[src/rtl/copr_ctrl_pkg.sv]
// copr_ctrl_pkg
// Shared definitions for the coprocessor control sequencer:
//   state_t    - sequencer state encoding
//   OPC_RUN    - header opcode that launches a job
//   OPC_WIDTH  - width of the opcode field at the top of a header word
//   opc_lsb()  - bit position of the opcode field's LSB for a given data width
package copr_ctrl_pkg;

    typedef enum logic [2:0] {
        ST_IDLE,
        ST_HDR,
        ST_BURST,
        ST_CLR,
        ST_RUN
    } state_t;

    localparam logic [3:0] OPC_RUN   = 4'h1;
    localparam int         OPC_WIDTH = 4;

    function automatic int opc_lsb(input int data_width);
        return data_width - OPC_WIDTH;
    endfunction

endpackage

[src/rtl/copr_watchdog.sv]
// copr_watchdog
// RUN-state watchdog: a binary up-counter that is zeroed by clr, advances
// while en is high and flags expiry once it has reached TIMEOUT-1.
// Only instantiated when TIMEOUT is nonzero.
// Ports:
//   clk, rst  - clock, asynchronous active-high reset
//   clr       - synchronous clear (takes priority over en)
//   en        - count enable
//   expired   - high while the count equals TIMEOUT-1
module copr_watchdog #(
    parameter int TIMEOUT = 4096,
    parameter int TOW     = 13
) (
    input  logic clk,
    input  logic rst,
    input  logic clr,
    input  logic en,
    output logic expired
);

    logic [TOW-1:0] count;

    // Counter register: clear wins over enable so the count always starts
    // from zero on RUN entry, regardless of any stray enable.
    always_ff @(posedge clk or posedge rst) begin
        if (rst) begin
            count <= '0;
        end else if (clr) begin
            count <= '0;
        end else if (en) begin
            count <= count + 1'b1;
        end
    end

    // Expiry compare on the current count; the caller samples it in the same
    // cycle, so RUN lasts exactly TIMEOUT cycles when nothing completes.
    assign expired = (count == TOW'(TIMEOUT - 1));

endmodule

[src/rtl/copr_ctrl.sv]
// copr_ctrl
// Control sequencer ahead of the coprocessor stream front end. Fetches a
// two-word descriptor (header, burst exponent) from the FSL slave channel,
// pulses clear to the front-end size counter, then holds start until the
// back end reports job_done or the watchdog expires.
// Ports:
//   clk, rst      - clock, asynchronous active-high reset
//   FSL_S_EXISTS  - FSL slave has a word available
//   FSL_S_DATA    - FSL slave data word
//   rd_FSMctrl    - FSL read strobe for descriptor words (HDR/BURST only)
//   clear         - one-cycle clear to the front-end size counter
//   start         - job active level
//   size          - latched job size
//   sizeburst     - latched burst exponent
//   job_done      - one-cycle pulse from the back end, honoured in RUN only
//   busy          - high in every state except IDLE
//   err_timeout   - sticky watchdog error, cleared by the next valid header
//   jobs          - completed-job counter, wraps modulo 256
module copr_ctrl
    import copr_ctrl_pkg::*;
#(
    parameter int SIZECOUNT = 12,
    parameter int SIZEBURST = 8,
    parameter int DATAWIDTH = 32,
    parameter int TIMEOUT   = 4096,
    parameter int TOW       = 13
) (
    input  logic                 clk,
    input  logic                 rst,
    input  logic                 FSL_S_EXISTS,
    input  logic [DATAWIDTH-1:0] FSL_S_DATA,
    output logic                 rd_FSMctrl,
    output logic                 clear,
    output logic                 start,
    output logic [SIZECOUNT-1:0] size,
    output logic [SIZEBURST-1:0] sizeburst,
    input  logic                 job_done,
    output logic                 busy,
    output logic                 err_timeout,
    output logic [7:0]           jobs
);

    state_t state_q;
    state_t state_d;

    logic hdr_valid;
    logic hdr_accept;
    logic burst_accept;
    logic job_finish;
    logic job_timeout;
    logic wd_clr;
    logic wd_en;
    logic wd_expired;
    logic unused_data;

    // Only the opcode and size fields of the header matter; the bits in
    // between are reserved and deliberately ignored.
    assign unused_data = ^FSL_S_DATA;

    assign hdr_valid = (FSL_S_DATA[opc_lsb(DATAWIDTH) +: OPC_WIDTH] == OPC_RUN) &&
                       (FSL_S_DATA[SIZECOUNT-1:0] != '0);

    // The watchdog is zeroed while in CLR so it starts at 0 on RUN entry, and
    // it only advances in RUN cycles that do not complete the job.
    assign wd_clr = (state_q == ST_CLR);
    assign wd_en  = (state_q == ST_RUN) && !job_done;

    generate
        if (TIMEOUT != 0) begin : g_wd
            copr_watchdog #(
                .TIMEOUT (TIMEOUT),
                .TOW     (TOW)
            ) u_wd (
                .clk     (clk),
                .rst     (rst),
                .clr     (wd_clr),
                .en      (wd_en),
                .expired (wd_expired)
            );
        end else begin : g_no_wd
            assign wd_expired = 1'b0;
        end
    endgenerate

    // State register.
    always_ff @(posedge clk or posedge rst) begin
        if (rst) begin
            state_q <= ST_IDLE;
        end else begin
            state_q <= state_d;
        end
    end

    // Next-state and output decode. The read strobe follows EXISTS
    // combinationally in HDR/BURST so a word is consumed in the same cycle it
    // is sampled; in RUN the channel belongs to the front end, so the strobe
    // stays low. job_done beats a simultaneous watchdog expiry.
    always_comb begin
        state_d      = state_q;
        rd_FSMctrl   = 1'b0;
        clear        = 1'b0;
        start        = 1'b0;
        busy         = 1'b1;
        hdr_accept   = 1'b0;
        burst_accept = 1'b0;
        job_finish   = 1'b0;
        job_timeout  = 1'b0;
        case (state_q)
            ST_IDLE: begin
                busy    = 1'b0;
                state_d = ST_HDR;
            end
            ST_HDR: begin
                rd_FSMctrl = FSL_S_EXISTS;
                if (FSL_S_EXISTS && hdr_valid) begin
                    hdr_accept = 1'b1;
                    state_d    = ST_BURST;
                end
            end
            ST_BURST: begin
                rd_FSMctrl = FSL_S_EXISTS;
                if (FSL_S_EXISTS) begin
                    burst_accept = 1'b1;
                    state_d      = ST_CLR;
                end
            end
            ST_CLR: begin
                clear   = 1'b1;
                state_d = ST_RUN;
            end
            ST_RUN: begin
                start = 1'b1;
                if (job_done) begin
                    job_finish = 1'b1;
                    state_d    = ST_HDR;
                end else if (wd_expired) begin
                    job_timeout = 1'b1;
                    state_d     = ST_HDR;
                end
            end
            default: begin
                state_d = ST_IDLE;
            end
        endcase
    end

    // Descriptor latches and status. size/sizeburst only change on an accepted
    // descriptor word, so they hold steady for the whole of RUN.
    always_ff @(posedge clk or posedge rst) begin
        if (rst) begin
            size        <= '0;
            sizeburst   <= '0;
            jobs        <= '0;
            err_timeout <= 1'b0;
        end else begin
            if (hdr_accept) begin
                size        <= FSL_S_DATA[SIZECOUNT-1:0];
                err_timeout <= 1'b0;
            end
            if (burst_accept) begin
                sizeburst <= FSL_S_DATA[SIZEBURST-1:0];
            end
            if (job_finish) begin
                jobs <= jobs + 8'd1;
            end
            if (job_timeout) begin
                err_timeout <= 1'b1;
            end
        end
    end

endmodule

[config.mk]
export PLATFORM = sky130hd
export DESIGN_NAME = copr_ctrl
export DESIGN_NICKNAME = d
export VERILOG_FILES = /design/src/rtl/copr_ctrl_pkg.sv /design/src/rtl/copr_watchdog.sv /design/src/rtl/copr_ctrl.sv
export SDC_FILE = /design/constraint.sdc
export NUM_CORES = 1
export LEC_CHECK = 0
export BUFFER_PORTS_ARGS = -buffer_cell sky130_fd_sc_hd__clkbuf_2
export CAP_MARGIN = 5
export CORE_MARGIN = 1.5
export CORE_UTILIZATION = 53
export DETAILED_ROUTE_END_ITERATION = 16
export PLACE_DENSITY = 0.82
export SYNTH_ARGS = -nofsm -noshare
export SYNTH_HDL_FRONTEND = slang
export SYNTH_SLANG_ARGS = --single-unit
[constraint.sdc]
create_clock -name clk -period 6.2 [get_ports clk]
set_input_delay 1.24 -clock clk [delete_from_list [all_inputs] [get_ports clk]]
set_output_delay 1.24 -clock clk [all_outputs]
set_load 0.01 [all_outputs]
# Yosys cells after proc, flatten, opt, wreduce, memory -nomap -nowiden
# Cells that the tools add are included.
# op_classes
add_sub_neg,2
eq_ne,9
n_mux,22
n_reduce_logical,10
# op_table
op,n
13-bit two-way mux,2
1-bit two-way mux,15
3-bit case mux with 5 select lines,1
13-bit by 1-bit adder with 13-bit output (second input constant),1
13-bit by 12-bit equality test with 1-bit output (second input constant),1
3-bit two-way mux,4
12-bit nonzero test,1
8-bit by 1-bit adder with 8-bit output (second input constant),1
3-bit by 2-bit equality test with 1-bit output (second input constant),2
4-bit by 1-bit equality test with 1-bit output (second input constant),1
2-bit inequality test (second input constant),2
2-bit nonzero test,2
3-bit by 1-bit equality test with 1-bit output (second input constant),1
3-bit equality test (second input constant),1
1-bit logical AND,3
3-bit zero test,1
3-bit by 2-bit inequality test with 1-bit output (second input constant),1
3-bit AND reduction,1
2-bit OR reduction,1
1-bit zero test,1
# word_totals
register_bits,45
input_bits,36
output_inout_bits,33

# Depth between registers and ports, before layout
# Gate-level depths: netlist (run 1).
# depth
word_depth,7
mapped_depth,6

# Modules after synthesis
# A second synthesis (run 1) with hierarchy kept.
# unflattened
cells_unflattened,171
area_unflattened_um2,2068.2
# modules_own_cells
mod,n_inst,cells_per_inst,area_each_um2,seq_area_each_um2
copr_ctrl,1,104,1397.6,800.8
copr_watchdog,1,67,670.6,325.3

# Least setup slack after synthesis (run 1)
# OpenSTA, ideal clock, no wires.
# synth_timing
path_kind,in2reg
start,input port job_done
end,register g_wd.u_wd.count[11]
arrival_ps,2799
t_required_ps,6123
setup_slack_ps,3323
path_stages,5
path_buffers,1
path_cell_list,or4b_1 -> buf_2 -> or4_4 -> or3_1 -> a21oi_1
# synth_via
elab_chain_len,3
# synth_rtl
item,line,source
"start, declared",copr_ctrl.sv:37,"input logic job_done,"
1-bit zero test,copr_ctrl.sv:66,assign wd_en = (state_q == ST_RUN) && !job_done;
1-bit logical AND,copr_ctrl.sv:66,
2-bit nonzero test (no line),n/a,
"end signal, assigned",copr_watchdog.sv:31,count <= count + 1'b1;
"end, declared",copr_watchdog.sv:21,logic [TOW-1:0] count;
# No other way between the ends.
# A chain may end at the register's enable or synchronous reset.

# Final worst setup path (run 1)
# layout_timing
start,input port FSL_S_EXISTS
end,output port rd_FSMctrl
# layout_via
elab_chain_len,1
# layout_rtl
item,line,source
"start, declared",copr_ctrl.sv:30,"input logic FSL_S_EXISTS,"
1-bit two-way mux,copr_ctrl.sv:108,case (state_q)
"end, declared",copr_ctrl.sv:32,"output logic rd_FSMctrl,"
# No other way between the ends.

==> out/metrics.yaml, run 1 <==
synth:
  synth_top_area_frac: 0.5685
  mappedNetlistNets: 206
  synth_seq_cells: 45
  asyncSetResetFlopFracSynth: 1.000
  syn-mean-instance-area_um2: 11.79
  synth.yosys.seq_area_share: 0.5685
  synth_top_cells_by_area: "sky130_fd_sc_hd__dfrtp_1 57%, sky130_fd_sc_hd__mux2_2 12%, sky130_fd_sc_hd__xnor2_1 4.0%"
  number_of_library_cell_types_mapped_by_synthesis: 32
  synth_top_flop_cell: "sky130_fd_sc_hd__dfrtp_1"
  synth_area_um2: 1981
  synth_edf_count: 0
  netlist_instances: 168
  yosysWarningCount: 0
  top_cell_type_by_total_area_after_synthesis: "sky130_fd_sc_hd__dfrtp_1"
clock_network:
  cts_num_sinks: 45
  path_clk_slew_ns: 0.08
  post_cts_setup_repair_bufs: 0
  cts_made_buffers: 5
  worstSkewPairLatency_ns: 0.29
  cts_tree: "yes"
  cts_htree_levels: 2
  cts_hold_buf: 0
  clockRootBuffer: "sky130_fd_sc_hd__clkbuf_8"
  cts-resized-gates: 0
  clk_path_buf_depth: 2
sta:
  maxClockFrequency_ghz: 0.3384
  final_period_minus_worst_setup_slack_ns: 2.955
  rsz0062_at_grt: "false"
  timing.slew.headroom: 0.5170
  setup_tns_ns: 0
  worst_clock_skew_ns: 0.005231
  final.period_utilization: 0.4766
  hold_viol_final: 0
  max_slew.worst_pin.slew_ns: 0.7144
  timing_max_transition_violations_final: 0
  finalSetupViolations: 0
critical_path:
  critical_path_class: "primary input to output port"
  critPathArrivalTime_ns: 1.72
  crit_fanout: 3
  critPathRequiredTime_ns: 4.96
  register_to_register_setup_slack_ns: 3.92
  setup.worst_path.start_class: "primary input"
  end_kind: "output port"
layout:
  fill_cells: 299
  final_core_utilization: 0.6677
  mostFrequentLayoutCells: "52 x sky130_fd_sc_hd__clkbuf_2, 45 x sky130_fd_sc_hd__dfrtp_1, 21 x sky130_fd_sc_hd__mux2_2"
  layout.cells.most_common: "sky130_fd_sc_hd__clkbuf_2"
  antenna-diode-count: 0
  areaGrowthSynthToFinish_pct: 22.49
  nets: 262
  final_layout_size_suffix_gt1_frac: 0.3778
die:
  initial_utilization: 0.5451
  fp.dieW_um: 64.13
  rows: 22
  pin_count: 69
  die_height_um: 64.13
  area_of_the_die_um2: 4113
  floorplan.core_area_um2: 3633
route:
  detailedRoute.firstPassIterationCount: 4
  post_dr_wirelength_cell_um: 13.84
  detail_route.drc_violations: 0
  drt_iter0_markers: 60
  total_number_of_vias: 1487
  detail_route.vias_per_cell: 5.447
  postRouteAntennaNets: 0
  postRouteWirelength_mm: 3.778
global_routing:
  grt_pass1_wl_mm: 6.617
  grt_pass1_vias: 1512
  pin_count_of_the_biggest_net_entering_global_routing: 46
  grt.total_usage: 0.2102
  grt_remaining_overflow: 0
  number_of_antenna_violations_at_the_first_check_in_global_routing: 0
placed_design:
  port_buffers: 52
  place_hpwl_mm: 2.753
  routability_congestion: 0.7487
pwr:
  leakage_nw: 1.178
  peakVddDrop_uv: 242.8
  pwr_density_cell_nw_per_um2: 338.6
flow_run:
  drv.max_cap_violation_count: 0
status:
  result_of_the_run: "complete, no violations"
hold_path:
  min_path_type: "flip-flop to flip-flop"
[flip-flops by register name, indices dropped and copies added, names as in the netlist]
signal	cells
err_timeout	1
g_wd.u_wd.count	13
jobs	8
size	12
sizeburst	8
state_q	3
[through the flow]
stage / power [mW] / setup WS [ns] / area, um2 / cells / hold slack [ns]
floorplan: 0.4902 / 3.323 / 1981 / 168 / 0.4877
global placement: 0.5661 / 3.122 / 2292 / 265 / 0.4597
detailed placement: 0.5727 / 3.109 / 2292 / 265 / 0.4909
CTS: 0.8322 / 3.236 / 2426 / 273 / 0.5019
global route: 0.8652 / 3.132 / 2426 / 273 / 0.5091
finish: 0.8215 / 3.245 / 2426 / 273 / 0.4984
[power by group]
| group | switching, mW | internal (mW) | total, mW |
|---|---|---|---|
| logic | 0.0823 | 0.0907 | 0.173 |
| clock network | 0.0972 | 0.160 | 0.257 |
| registers | 0.0396 | 0.352 | 0.391 |
[per-layer routing]
layer	up-vias	share of wire	GRT usage
li1	714	-	-
met1	732	0.44	0.2665
met2	37	0.50	0.3398
met3	4	0.049	0.05986
met4	0	0.013	0.08777
met5	-	0	0
[layout make-up]
| cell class | count | area, um2 | area share |
|---|---|---|---|
| clock buffers | 5 | 68.82 | 0.02837 |
| clock inverters | 3 | 65.06 | 0.02682 |
| inverters | 4 | 15.01 | 0.006189 |
| multi-input cells | 115 | 823.3 | 0.3393 |
| flip-flops and latches | 45 | 1126 | 0.4642 |
| well taps | 48 | 60.06 | 0.02475 |
| repair buffers | 53 | 267.8 | 0.1104 |
[cells in the mapped netlist, types with 2 or more instances]
master                      n
sky130_fd_sc_hd__ha_1       2
sky130_fd_sc_hd__nor4_1     5
sky130_fd_sc_hd__inv_1      4
sky130_fd_sc_hd__xor2_1     4
sky130_fd_sc_hd__nor2_1     9
sky130_fd_sc_hd__clkbuf_1   3
sky130_fd_sc_hd__or3_1      8
sky130_fd_sc_hd__nand3_1    6
sky130_fd_sc_hd__nand2b_1   2
sky130_fd_sc_hd__o21ai_0    7
sky130_fd_sc_hd__dfrtp_1   45
sky130_fd_sc_hd__a21oi_1    8
sky130_fd_sc_hd__and4_1     2
sky130_fd_sc_hd__nand4_1    5
sky130_fd_sc_hd__nand2_1   12
sky130_fd_sc_hd__mux2_2    21
sky130_fd_sc_hd__nor4b_1    2
sky130_fd_sc_hd__xnor2_1    9
[final timing paths]
| check | startpoint | to | cells after the start |
|---|---|---|---|
| min in group asynchronous | rst | g_wd.u_wd.count[1] | 3 |
| worst max-delay path | FSL_S_EXISTS | rd_FSMctrl | 4 |
| worst min register to register | jobs[7] | jobs[7] | 1 |
| worst min-delay path | jobs[7] | jobs[7] | 1 |
| worst max register to register | state_q[1] | g_wd.u_wd.count[9] | 4 |
| max in group asynchronous | rst | jobs[4] | 3 |
[worst max-delay path: stages]
cell and delay (ns):
sky130_fd_sc_hd__clkbuf_2 0.10, sky130_fd_sc_hd__nand2b_1 0.08, sky130_fd_sc_hd__a21oi_1 0.14, sky130_fd_sc_hd__clkbuf_2 0.16
[logic make-up (layout without fill, tap and decap cells)]
logic type      after synthesis  in the layout  share of synthesized area
compound gates               19             19                    0.05370
xor+xnor                     13             13                    0.05749
mux                          21             21                     0.1194
simple gates                 60             60                     0.1725
flops                        45             45                     0.5685
buf+inv                       8             65                    0.01579
fa+ha+maj                     2              2                    0.01263
(Power assumes the default switching activity.)
==> inputs of run 2 (changes only) <==
--- a/config.mk
+++ b/config.mk
@@ -8,9 +8,9 @@
 export BUFFER_PORTS_ARGS = -buffer_cell sky130_fd_sc_hd__clkbuf_2
 export CAP_MARGIN = 5
 export CORE_MARGIN = 1.5
-export CORE_UTILIZATION = 53
+export CORE_UTILIZATION = 44
 export DETAILED_ROUTE_END_ITERATION = 16
-export PLACE_DENSITY = 0.82
+export PLACE_DENSITY = 0.73
 export SYNTH_ARGS = -nofsm -noshare
 export SYNTH_HDL_FRONTEND = slang
 export SYNTH_SLANG_ARGS = --single-unit
==> constraint.sdc (replaced) <==
create_clock -name clk -period 2.66 [get_ports clk]
set_input_delay 0.532 -clock clk [delete_from_list [all_inputs] [get_ports clk]]
set_output_delay 0.532 -clock clk [all_outputs]
set_load 0.01 [all_outputs]
==> run 2 against run 1 <==
Net effect:
- die area grew 19%
- wire length grew 1.8%
- critical path depth is the same
- via count shrank 1.3%
- first-iteration DRC count grew 33%
==> out/metrics.yaml, run 2 (synthesis gave the netlist of run 1 again) <==
route:
  drt_iter0_markers: 80  # +33%
  total_number_of_vias: 1467  # -1.3%
  postRouteWirelength_mm: 3.845  # +1.8%
  postRouteAntennaNets: 0  # unchanged
  detailedRoute.firstPassIterationCount: 4  # unchanged
  post_dr_wirelength_cell_um: 13.68  # -1.1%
  detail_route.drc_violations: 0  # unchanged
  detail_route.vias_per_cell: 5.221  # -4.2%
sta:
  finalSetupViolations: 0  # unchanged
  hold_viol_final: 0  # unchanged
  max_slew.worst_pin.slew_ns: 0.6723  # -0.04207 ns
  final_period_minus_worst_setup_slack_ns: 2.151
  timing_max_transition_violations_final: 0  # unchanged
  timing.slew.headroom: 0.5490  # +0.03199
  final.period_utilization: 0.8085
  maxClockFrequency_ghz: 0.4650
  worst_clock_skew_ns: 0.005003  # -0.0002280 ns
  setup_tns_ns: 0  # unchanged
  rsz0062_at_grt: "false"
  whs_ns: 0.2256  # -0.2728 ns
clock_network:
  post_cts_setup_repair_bufs: 0  # unchanged
  worstSkewPairLatency_ns: 0.29  # about the same
  path_clk_slew_ns: 0.08  # about the same
  cts_tree: "yes"
  clockRootBuffer: "sky130_fd_sc_hd__clkbuf_8"
  cts_htree_levels: 2  # unchanged
  clk_path_buf_depth: 2  # unchanged
  cts-resized-gates: 0  # unchanged
  cts_hold_buf: 0  # unchanged
  cts_num_sinks: 45  # unchanged
  cts_made_buffers: 5  # unchanged
critical_path:
  setup.worst_path.start_class: "flip-flop"
  timing.critical_path.max_delay_family: "simple AND/OR/NAND/NOR gates"
  critPathRequiredTime_ns: 2.88  # -2.08 ns
  crit_path_top_delay_cell: "sky130_fd_sc_hd__or4b_1"
  register_to_register_setup_slack_ns: 0.51  # -3.41 ns
  critical_path_class: "flip-flop to flip-flop"
  crit_path_cell_chain: "or4b_1 > or4_4 > or3_1 > a21oi_1"
  end_kind: "flip-flop"
  cp.buffers_inverters: 0  # -2
  max_stage_delay_ns: 0.61  # +0.45 ns
  critPathArrivalTime_ns: 2.37  # +0.65 ns
  crit_fanout: 9  # +6
status:
  result_of_the_run: "complete, no violations"
global_routing:
  grt.total_usage: 0.1735  # -0.03667
  grt_remaining_overflow: 0  # unchanged
  grt_pass1_vias: 1470  # -2.8%
  pin_count_of_the_biggest_net_entering_global_routing: 20  # -57%
  grt_pass1_wl_mm: 6.741  # +1.9%
  number_of_antenna_violations_at_the_first_check_in_global_routing: 0  # unchanged
layout:
  mostFrequentLayoutCells: "52 x sky130_fd_sc_hd__clkbuf_2, 45 x sky130_fd_sc_hd__dfrtp_1, 21 x sky130_fd_sc_hd__mux2_2"
  antenna-diode-count: 0  # unchanged
  layout.cells.most_common: "sky130_fd_sc_hd__clkbuf_2"
  areaGrowthSynthToFinish_pct: 23.37
  nets: 266  # +1.5%
  stdcell_area_um2: 2444  # +0.72%
  largest_register_ff_count: 13  # unchanged
  registers.top_by_ff_count: "g_wd.u_wd.count"
  largest_registers: "g_wd.u_wd.count (13), size (12)"
  fill_cells: 366  # +22%
  final_core_utilization: 0.5612  # -0.1065
  final_layout_size_suffix_gt1_frac: 0.3843  # +0.006502
  instances_no_fill: 281  # +2.9%
placed_design:
  routability_congestion: 0.7375  # -1.5%
  place_hpwl_mm: 2.883  # +4.7%
  place.detailed.instances: 273  # +3.0%
  port_buffers: 52  # unchanged
  dpl-instance-area_um2: 2327  # +1.5%
hold_path:
  min_path_type: "primary input to async pin"
pwr:
  leakage_nw: 1.184  # +0.54%
  pwr_density_cell_nw_per_um2: 758.0  # +120%
  peakVddDrop_uv: 550.8  # +130%
die:
  fp.dieW_um: 70.10  # +9.3%
  rows: 24  # +9.1%
  floorplan.core_area_um2: 4354  # +20%
  die_height_um: 70.10  # +9.3%
  pin_count: 69  # unchanged
  area_of_the_die_um2: 4913  # +19%
  initial_utilization: 0.4549  # -0.09023
flow_run:
  drv.max_cap_violation_count: 0  # unchanged
-- run 2: cell count changes in the layout (fill, tap and decap cells not counted), sizes merged --
cell / previous run / this run
buf: 1 / 5
bufinv: 2 / 1
inv: 4 / 3
clkbuf: 57 / 59
-- run 2: report_power, final --
group	internal, mW	switching [mW]
Clock	0.306	0.218
Sequential	0.820	0.0950
Combinational	0.214	0.199
-- run 2: final cells by class --
class	instances	area, um2	area share
Inverter	4	15.01	0.006144
Clock buffer	7	86.33	0.03533
Clock inverter	1	30.03	0.01229
Tap cell	52	65.06	0.02663
Timing Repair Buffer	57	297.8	0.1219
Multi-Input combinational cell	115	823.3	0.3369
Sequential cell	45	1126	0.4608
-- run 2: layer usage --
layer  share of wire  wire length (um)  vias to the layer above  global-route usage
li1                -                 -                      726                   -
met1            0.46              1766                      694              0.2316
met2            0.46              1785                       41              0.2677
met3           0.061               233                        6             0.05339
met4           0.016                60                        0             0.06410
met5               0                 0                        -                   0
-- run 2: per-stage QoR --
stage                     worst slack (ns)  power, mW
after CTS                           0.5050      1.876
after floorplan                     0.4911      1.143
after global routing                0.3893      1.958
after global placement              0.4214      1.330
after detailed placement            0.3942      1.344
final                               0.5093      1.852
-- run 2: worst paths after layout --
path,startpoint,to,cells after the start
max,state_q[0],g_wd.u_wd.count[11],4
min,rst,size[11],2
max reg2reg,state_q[0],g_wd.u_wd.count[11],4
min reg2reg,jobs[7],jobs[7],1
max in group asynchronous,rst,g_wd.u_wd.count[5],3
min in group clk,jobs[7],jobs[7],1
